**src/rtl/param_pkg.sv**
```systemverilog
// ============================================================================
// Module      : param_pkg
// Description : Shared data-bus widths, arbiter state and captured-request type.
// Revision    : 1.0 - initial release
// ============================================================================
`default_nettype none

package param_pkg;

    localparam int DBUS_AW          = 32;
    localparam int DBUS_DW          = 32;
    localparam int DBUS_ISEL        = 4;
    localparam int DBUS_NUM_MASTERS = 4;

    typedef enum logic [0:0] {
        IDLE = 1'b0,
        BUSY = 1'b1
    } arb_state_e;

    typedef struct packed {
        logic [DBUS_AW-1:0]   adr;
        logic [DBUS_DW-1:0]   dat;
        logic                 we;
        logic [DBUS_ISEL-1:0] sel;
    } dbus_req_t;

endpackage

`default_nettype wire

```
**src/rtl/cpu_dbus_arbiter_rr_arbiter.sv**
```systemverilog
// ============================================================================
// Module      : rr_arbiter
// Description : Combinational round-robin pick: first requester at or after i_ptr.
// Revision    : 1.0 - initial release
// ============================================================================
`default_nettype none

module rr_arbiter #(
    parameter int NUM_REQ = 4,
    parameter int IW      = $clog2(NUM_REQ)
) (
    input  logic [NUM_REQ-1:0] i_req,
    input  logic [IW-1:0]      i_ptr,
    output logic               o_valid,
    output logic [IW-1:0]      o_idx
);

    logic [2*NUM_REQ-1:0] w_dbl;
    logic [NUM_REQ-1:0]   w_rot;

    // Rotating the doubled vector puts the pointer's requester at bit 0.
    assign w_dbl = {i_req, i_req} >> i_ptr;
    assign w_rot = w_dbl[NUM_REQ-1:0];

    always_comb begin
        int w_sum;
        o_valid = 1'b0;
        o_idx   = '0;
        w_sum   = 0;
        for (int k = 0; k < NUM_REQ; k++) begin
            if (!o_valid && w_rot[k]) begin
                o_valid = 1'b1;
                w_sum   = int'(i_ptr) + k;
                if (w_sum >= NUM_REQ) begin
                    w_sum = w_sum - NUM_REQ;
                end
                o_idx = IW'(w_sum);
            end
        end
    end

endmodule

`default_nettype wire

```
**src/rtl/cpu_dbus_arbiter.sv**
```systemverilog
// ============================================================================
// Module      : cpu_dbus_arbiter
// Description : N-master to 1-slave round-robin data-bus arbiter, one transfer
//               outstanding. Optional slave-ack timeout: DBUS_ARB_TIMEOUT_EN.
// Revision    : 1.0 - initial release
// ============================================================================
`default_nettype none

module cpu_dbus_arbiter
    import param_pkg::*;
#(
    parameter int NUM_MASTERS = param_pkg::DBUS_NUM_MASTERS,
    parameter int AW          = param_pkg::DBUS_AW,
    parameter int DW          = param_pkg::DBUS_DW,
    parameter int SW          = param_pkg::DBUS_ISEL,
    parameter int TIMEOUT_CYC = 255
) (
    input  logic                          clk_i,
    input  logic                          rst_ni,
    input  logic [NUM_MASTERS-1:0]        m_req_i,
    input  logic [NUM_MASTERS*AW-1:0]     m_adr_i,
    input  logic [NUM_MASTERS*DW-1:0]     m_dat_i,
    input  logic [NUM_MASTERS-1:0]        m_we_i,
    input  logic [NUM_MASTERS*SW-1:0]     m_sel_i,
    output logic [DW-1:0]                 m_dat_o,
    output logic [NUM_MASTERS-1:0]        m_ack_o,
    output logic                          s_req_o,
    output logic [AW-1:0]                 s_adr_o,
    output logic [DW-1:0]                 s_dat_o,
    output logic                          s_we_o,
    output logic [SW-1:0]                 s_sel_o,
    input  logic [DW-1:0]                 s_dat_i,
    input  logic                          s_ack_i,
    output logic [$clog2(NUM_MASTERS)-1:0] grant_o,
    output logic                          busy_o,
    output logic                          err_o
);

    localparam int c_IW = $clog2(NUM_MASTERS);

    typedef struct packed {
        logic [AW-1:0] adr;
        logic [DW-1:0] dat;
        logic          we;
        logic [SW-1:0] sel;
    } cap_req_t;

    arb_state_e      r_state;
    cap_req_t        r_req;
    logic            r_s_req;
    logic [c_IW-1:0] r_grant;
    logic [c_IW-1:0] r_rr_ptr;

    logic            w_arb_valid;
    logic [c_IW-1:0] w_arb_idx;
    logic [c_IW-1:0] w_ptr_next;
    logic            w_timeout;
    logic            w_force;
    logic            w_done;

    rr_arbiter #(
        .NUM_REQ (NUM_MASTERS),
        .IW      (c_IW)
    ) u_rr_arbiter (
        .i_req   (m_req_i),
        .i_ptr   (r_rr_ptr),
        .o_valid (w_arb_valid),
        .o_idx   (w_arb_idx)
    );

    assign w_ptr_next = (int'(r_grant) == NUM_MASTERS - 1) ? '0 : r_grant + 1'b1;

`ifdef DBUS_ARB_TIMEOUT_EN
    localparam int c_TO_W = (TIMEOUT_CYC > 255) ? 16 : 8;

    logic [c_TO_W-1:0] r_to_cnt;

    always_ff @(posedge clk_i or negedge rst_ni) begin
        if (!rst_ni) begin
            r_to_cnt <= '0;
        end else if (r_state == IDLE) begin
            r_to_cnt <= '0;
        end else begin
            r_to_cnt <= r_to_cnt + 1'b1;
        end
    end

    assign w_timeout = (r_state == BUSY) && (r_to_cnt == c_TO_W'(TIMEOUT_CYC));
    // A real ack in the timeout cycle takes precedence over the abort.
    assign w_force   = w_timeout && !s_ack_i;
    assign err_o     = w_force;
`else
    logic w_unused_timeout;
    assign w_unused_timeout = (TIMEOUT_CYC != 0);
    assign w_timeout        = 1'b0;
    assign w_force          = 1'b0;
    assign err_o            = 1'b0;
`endif

    assign w_done = s_ack_i || w_timeout;

    always_ff @(posedge clk_i or negedge rst_ni) begin
        if (!rst_ni) begin
            r_state  <= IDLE;
            r_req    <= '0;
            r_s_req  <= 1'b0;
            r_grant  <= '0;
            r_rr_ptr <= '0;
        end else begin
            case (r_state)
                IDLE: begin
                    if (w_arb_valid) begin
                        r_state   <= BUSY;
                        r_s_req   <= 1'b1;
                        r_grant   <= w_arb_idx;
                        r_req.adr <= m_adr_i[int'(w_arb_idx)*AW +: AW];
                        r_req.dat <= m_dat_i[int'(w_arb_idx)*DW +: DW];
                        r_req.we  <= m_we_i[w_arb_idx];
                        r_req.sel <= m_sel_i[int'(w_arb_idx)*SW +: SW];
                    end
                end
                BUSY: begin
                    if (w_done) begin
                        r_state  <= IDLE;
                        r_s_req  <= 1'b0;
                        r_rr_ptr <= w_ptr_next;
                    end
                end
                default: begin
                    r_state <= IDLE;
                    r_s_req <= 1'b0;
                end
            endcase
        end
    end

    always_comb begin
        m_ack_o = '0;
        m_dat_o = '0;
        if (r_state == BUSY) begin
            m_ack_o[r_grant] = w_done;
            if (!w_force) begin
                m_dat_o = s_dat_i;
            end
        end
    end

    assign s_req_o = r_s_req;
    assign s_adr_o = r_req.adr;
    assign s_dat_o = r_req.dat;
    assign s_we_o  = r_req.we;
    assign s_sel_o = r_req.sel;
    assign grant_o = r_grant;
    assign busy_o  = (r_state == BUSY);

endmodule

`default_nettype wire
```
**config.mk**
```make
export PLATFORM = sky130hd
export DESIGN_NAME = cpu_dbus_arbiter
export DESIGN_NICKNAME = d
export VERILOG_FILES = /design/src/rtl/param_pkg.sv /design/src/rtl/cpu_dbus_arbiter_rr_arbiter.sv /design/src/rtl/cpu_dbus_arbiter.sv
export SDC_FILE = /design/constraint.sdc
export NUM_CORES = 1
export LEC_CHECK = 0
export ABC_CLOCK_PERIOD_IN_PS = 2900
export CORE_AREA = 10 10 158 160
export CTS_BUF_LIST = sky130_fd_sc_hd__clkbuf_8
export CTS_CLUSTER_SIZE = 30
export DETAILED_ROUTE_END_ITERATION = 7
export DIE_AREA = 0 0 168 170
export DONT_BUFFER_PORTS = 1
export HOLD_SLACK_MARGIN = 0.06
export PLACE_DENSITY_LB_ADDON = 0.15
export SYNTH_ARGS = -nofsm -noshare
export SYNTH_HDL_FRONTEND = slang
export SYNTH_SLANG_ARGS = --single-unit
```
**constraint.sdc**
```tcl
create_clock -name clk_i -period 2.9 [get_ports clk_i]
set_clock_uncertainty 0.05 [all_clocks]
set_input_delay 0.435 -clock clk_i [delete_from_list [all_inputs] [get_ports clk_i]]
set_output_delay 0.435 -clock clk_i [all_outputs]
set_load 0.01 [all_outputs]
```
==> impl_metrics.tcl, run 1 <==
set metrics [dict create \
    cts_tree "done" \
    drt-initial-drc-count 143 \
    cts.htree.levels 3 \
    number_of_storage_elements_in_the_synthesis_netlist 75 \
    critPathMaxStageDelay_ns 0.50 \
    share_seq_of_total_power_pct 43.1 \
    synthMostInstantiatedCell "mux2i_1" \
    die_w_um 168 \
    rows 54 \
    peakVddDrop_mv 0.4813 \
    grt_use_total_pct 13.13 \
    netlist_instances 463 \
    wl_per_cell_um 27.33 \
    p_leak_nw 2.569 \
    maxSlewHeadroom_pct 48.66 \
    synth_top_area_cell "dfrtp_1" \
    hold_path.class "in2reg" \
    final_layout_size_suffix_gt1_share_pct 13.87 \
    cp_slowest_cell "or2_4" \
    timing.final.max_slew_violations 0 \
    postSynth.asyncResetShare_pct 100.0 \
    fp.dieH_um 170 \
    routed_wl_um 19980 \
    drc 0 \
    utilization_pct 25.58 \
    grt_setup_unrepaired "no" \
    p_sw_share_pct 41.83 \
    initial_utilization_pct 23.40 \
    pint_mw 2.862 \
    max_freq_ghz 0.4660 \
    multi_input_area_um2 2909 \
    cts_made_buffers 9 \
    end_kind "register" \
    clock_latency_ns 0.36 \
    power.density_cell_area_nw_per_um2 886.9 \
    synth.avg_cell_area_um2 10.96 \
    ctsRootBufferMaster "clkbuf_8" \
    filler_cell_count 2241 \
    netlist-cell-type-count 30 \
    worst_ep_arrival_time_ns 2.30 \
    postSynthNetCount 782 \
    synth.area.top_cells "dfrtp_1, mux2i_1, o221ai_2, o221ai_1, nand2_1" \
    vias_per_cell 5.120 \
    number_of_global_route_vias_before_repair 4452 \
    logic_gate_share_of_total_power_pct 37.7 \
    worst_slew_pin_slew_ns 0.7701 \
    dpl_cell_area_um2 5274 \
    critPathBufInv 1 \
    core_area_um2 21690 \
    grt_max_degree 77 \
    peak_fanout_along_the_critical_path 31 \
    global_route.overflow_total 0 \
    crit_path_cell_trace "nor3b_1, a211o_1, o21ai_2, or2_4, buf_12, o221ai_1" \
    maxCapViolations 0 \
    flow.area_growth_from_synthesis_pct 9.293 \
    num-nets-final 761 \
    worst-endpoint-required_ns 3.06 \
    totalNegativeSetupSlack_ns 0 \
    synth-seq-area-share_pct 36.97 \
    critPathLaunchType "register" \
    fin_crit_sh_pct 73.99 \
    dp_worst_setup_slack_ns 0.6097 \
    yosys_warnings 0 \
    synth_largest_type_area_fraction_pct 36.97 \
    critical_path_s_top_delay_family "simple AND/OR/NAND/NOR gates" \
    status "finished clean" \
    antenna_found_initial 5 \
    floorplan.die_area_um2 28560 \
    finalSetupViolCount 0 \
    antenna_violating_nets_post_route 0 \
    dpl.hpwl_um 16320 \
    holdCritStartpoint "s_ack_i" \
    power_switching_mw 2.058 \
    clkSinkCount 75 \
    dr.pass1.iters 4 \
    synth_commonest_cells "mux2i_1, dfrtp_1, nand2_1, o221ai_1, and2_1" \
    num_io_pins 425 \
    cts.path.max_buffers 2 \
    worstReg2RegStart "r_rr_ptr[0]" \
    finalHoldViolations 0 \
    synth_edf_count 0 \
    clock_network_power_share_pct 19.2 \
    worst_setup_path_startpoint "r_rr_ptr[0]" \
    finish.instance_area_um2 5548 \
    critPathKind "reg2reg" \
    place_congestion 0.9345 \
    syn_area_um2 5076 \
    fin_ws_ns 0.7543 \
    number_of_input_and_output_port_buffers_inserted 0 \
    worst_setup_hold_path_clk_slew_ns 0.08 \
    grt_first_pass_wirelength_um 28660 \
    vias 3743 \
    hold_ws_ns 0.1154 \
    period_minus_slack_ns 2.146 \
    area.sequential_um2 1877 \
    postSynth.topFlopCell "dfrtp_1" \
]
-- metrics by stage --
step                std cells  power (mW)
CTS                       727       5.063
global route              728       5.303
global placement          709       4.007
detailed placement        709       4.035
floorplan                 463       3.586
finish                    731       4.921
-- path summary, 6_finish.rpt --
check,cells past startpoint,to,slack [ns]
setup / recovery,6,s_adr_o[4],0.75
hold / removal,1,busy_o,0.12
setup reg to reg,6,s_adr_o[4],0.75
hold reg to reg,2,s_adr_o[13],0.53
max in group asynchronous,2,s_adr_o[16],1.90
min in group asynchronous,2,s_dat_o[15],0.57
-- cells by family (layout without fill, tap and decap cells) --
kind of cell    Yosys count  in the layout  share of synthesized area [%]
mux                     141            141                          27.83
simple gates            119            119                          10.94
compound gates           78             78                          17.18
flops                    75             75                          36.97
buf+inv                  45             29                          6.014
fa+ha+maj                 4              4                         0.9860
other cells               1              5                        0.07388
-- repair_timing --
item                       4_1_cts  5_1_grt
hold endpoints to repair        75        0
setup endpoints to repair        0        0
hold buffers                     2        0
buffers inserted                 0        0
resized for setup                0        0
-- flip-flops by register name (all words and copies together) (netlist names) --
| signal | flops |
|---|---|
| grant_o | 2 |
| s_req_o | 1 |
| s_sel_o | 4 |
| s_dat_o | 32 |
| r_rr_ptr | 2 |
| s_adr_o | 32 |
| s_we_o | 1 |
| busy_o | 1 |
-- final cells by class --
type                       count  area share (%)
antenna                        4          0.1804
clock inverter                 6           1.601
multi-input combinational    343           52.44
tap                          280           6.315
clock buffer                  10           2.481
inverter                       2          0.1353
sequential                    75           33.83
timing repair buffer          11           3.022
-- cell usage in the layout (no fill, tap or decap), types with 2 or more instances in the layout --
master | synthesis | final
buf_12 | 0 | 5
buf_4 | 15 | 4
ha_1 | 4 | 4
o221ai_2 | 31 | 31
and2_1 | 32 | 32
mux2i_1 | 140 | 140
o221ai_1 | 38 | 38
dfrtp_1 | 75 | 75
nand2b_1 | 2 | 2
inv_1 | 2 | 3
clkbuf_8 | 0 | 10
bufinv_16 | 0 | 2
and3_1 | 4 | 4
nor2_1 | 3 | 3
nand2_1 | 73 | 72
diode_2 | 0 | 4
nand2_4 | 0 | 2
-- routing by layer --
metal,track usage [%],up-vias,share of wire [%]
li1,-,1698,-
met1,12.09,1769,32
met3,6.358,14,11
met2,24.95,262,55
met5,0,-,0
met4,3.861,0,1.7
-- power groups by stage --
stage               Combinational, mW  Clock (mW)  Sequential [mW]
detailed placement               1.87           0             2.16
global placement                 1.82           0             2.18
global route                     2.05        1.06             2.20
floorplan                        1.64           0             1.95
finish                           1.85       0.946             2.12
CTS                              1.89        1.02             2.15
Note: power is estimated with default switching activity, not from simulation.
==> run 2: changes to the inputs <==
--- a/config.mk
+++ b/config.mk
@@ -5,7 +5,7 @@
 export SDC_FILE = /design/constraint.sdc
 export NUM_CORES = 1
 export LEC_CHECK = 0
-export ABC_CLOCK_PERIOD_IN_PS = 2900
+export ABC_CLOCK_PERIOD_IN_PS = 2100
 export CORE_AREA = 10 10 158 160
 export CTS_BUF_LIST = sky130_fd_sc_hd__clkbuf_8
 export CTS_CLUSTER_SIZE = 30
==> constraint.sdc (replaced) <==
create_clock -name clk_i -period 2.1 [get_ports clk_i]
set_clock_uncertainty 0.05 [all_clocks]
set_input_delay 0.315 -clock clk_i [delete_from_list [all_inputs] [get_ports clk_i]]
set_output_delay 0.315 -clock clk_i [all_outputs]
set_load 0.01 [all_outputs]
==> run 2 against run 1 <==
Against the previous run:
- combinational power is 41% higher
- largest cell class unchanged
- critical endpoint is now s_adr_o[15]
- register-to-register slack worse by 0.66 ns
- wire length is 1.4% higher
==> impl_metrics.tcl, run 2 (synthesized netlist as in run 1, its figures left out) <==
set metrics [dict create \
    number_of_global_route_vias_before_repair 4464 \
    p_leak_nw 2.577 \
    cts_tree "done" \
    worst_ep_arrival_time_ns 2.20 \
    dpl_cell_area_um2 5301 \
    vias 3767 \
    ctsRootBufferMaster "clkbuf_8" \
    filler_cell_count 2314 \
    cts.htree.levels 3 \
    worst_setup_path_startpoint "r_rr_ptr[1]" \
    final_common_cell "mux2i_1" \
    grt_max_degree 76 \
    holdCritStartpoint "m_req_i[3]" \
    totalNegativeSetupSlack_ns 0 \
    vias_per_cell 5.132 \
    drt-initial-drc-count 189 \
    clock_latency_ns 0.36 \
    num_io_pins 425 \
    floorplan.die_area_um2 28560 \
    initial_utilization_pct 23.40 \
    finalSetupViolCount 0 \
    fin_crit_sh_pct 95.66 \
    max_freq_ghz 0.4978 \
    peakVddDrop_mv 0.3760 \
    cts.path.max_buffers 2 \
    rows 54 \
    cts_made_buffers 9 \
    dr.pass1.iters 4 \
    end_kind "register" \
    die_w_um 168 \
    maxCapViolations 0 \
    peak_fanout_along_the_critical_path 69 \
    core_area_um2 21690 \
    final_cell_mix "mux2i_1, dfrtp_1, nand2_1" \
    dpl.hpwl_um 16570 \
    flow.area_growth_from_synthesis_pct 9.983 \
    finalHoldViolations 0 \
    antenna_violating_nets_post_route 0 \
    critPathKind "reg2reg" \
    worst_setup_hold_path_clk_slew_ns 0.09 \
    final_layout_size_suffix_gt1_share_pct 14.67 \
    status "finished clean" \
    grt_use_total_pct 13.23 \
    period_minus_slack_ns 2.009 \
    worstReg2RegStart "r_rr_ptr[1]" \
    fp.dieH_um 170 \
    hold_path.class "in2reg" \
    num-nets-final 764 \
    clkSinkCount 75 \
    drc 0 \
    global_route.overflow_total 0 \
    routed_wl_um 20260 \
    cp_slowest_cell "dfrtp_2" \
    timing.final.max_slew_violations 0 \
    grt_setup_unrepaired "yes" \
    power.density_cell_area_nw_per_um2 1205 \
    critPathMaxStageDelay_ns 0.46 \
    wl_per_cell_um 27.60 \
    number_of_input_and_output_port_buffers_inserted 0 \
    antenna_found_initial 5 \
    place_congestion 0.9266 \
    worst-endpoint-required_ns 2.29 \
    grt_first_pass_wirelength_um 29100 \
    cts_post_setup_buffers_inserted 0 \
    finish.instance_area_um2 5583 \
    design_power_total_mw 6.729 \
    critPathLaunchType "register" \
    crit_path_cell_trace "nand2b_1, a21o_1, nand2_4, buf_16, mux2i_2, o221ai_2" \
]
run 2: cell count changes in the layout (fill, tap and decap cells not counted), sizes merged:
cell / delta
buf: +2
bufinv: -1
clkinv: +1
clkinvlp: +1
dlygate4sd3: +1
inv: -1
run 2: path summary, 6_finish.rpt:
path	to	slack, ns	cells after the start
worst min-delay path	busy_o	0.12	2
min in group asynchronous	s_dat_o[16]	0.44	2
worst min register to register	s_dat_o[9]	0.53	2
worst max-delay path	s_adr_o[15]	0.09	6
max in group asynchronous	r_rr_ptr[1]	1.21	2
worst max register to register	s_adr_o[15]	0.09	6
run 2: area by class of cell:
| cell class | count | area [um2] | area share, % |
|---|---|---|---|
| Clock buffer | 10 | 137.6 | 2.465 |
| Timing Repair Buffer | 14 | 220.2 | 3.944 |
| Antenna cell | 4 | 10.01 | 0.1793 |
| Sequential cell | 75 | 1878 | 33.64 |
| Multi-Input combinational cell | 343 | 2913 | 52.17 |
| Tap cell | 280 | 350.3 | 6.275 |
| Clock inverter | 6 | 66.31 | 1.188 |
| Inverter | 2 | 7.507 | 0.1345 |
run 2: metrics by stage:
stage	setup slack (ns)	cells	utilization [%]	hold WS, ns
floorplan	0.3977	463	-	-0.03059
global placement	0.1493	711	24.44	-0.02613
detailed placement	0.04979	711	24.44	-0.02699
CTS	0.03897	730	25.60	0.08785
global route	-0.004903	731	25.71	0.1014
finish	0.09106	734	25.74	0.1198
run 2: what timing repair did:
action,4_1_cts,5_1_grt
gates resized for setup,0,4
hold buffers,3,0
hold endpoints to repair,76,0
setup endpoints to repair,0,26
run 2: per-layer routing:
| metal | GRT usage (%) | share of wire [%] | routed length, um | up-vias |
|---|---|---|---|---|
| met5 | 0 | 0 | 0 | - |
| met4 | 3.747 | 2.2 | 436 | 0 |
| met3 | 6.657 | 12 | 2380 | 14 |
| met2 | 25.74 | 55 | 11190 | 257 |
| met1 | 11.61 | 31 | 6249 | 1788 |
| li1 | - | - | - | 1708 |
run 2: where the power goes:
| group | internal [mW] | total (mW) | switching [mW] |
|---|---|---|---|
| sequential | 2.05 | 2.92 | 0.869 |
| combinational | 1.24 | 2.61 | 1.37 |
| clock | 0.582 | 1.20 | 0.618 |
| total | 3.87 | 6.73 | 2.86 |
run 2: worst max-delay path: cells and delay by family, from the launching register on:
kind,cells,cell delay [ns]
AOI/OAI and AO/OA,2,0.35
buffers and inverters,1,0.35
DFF,1,0.46
muxes,1,0.33
and+or+nand+nor,2,0.30
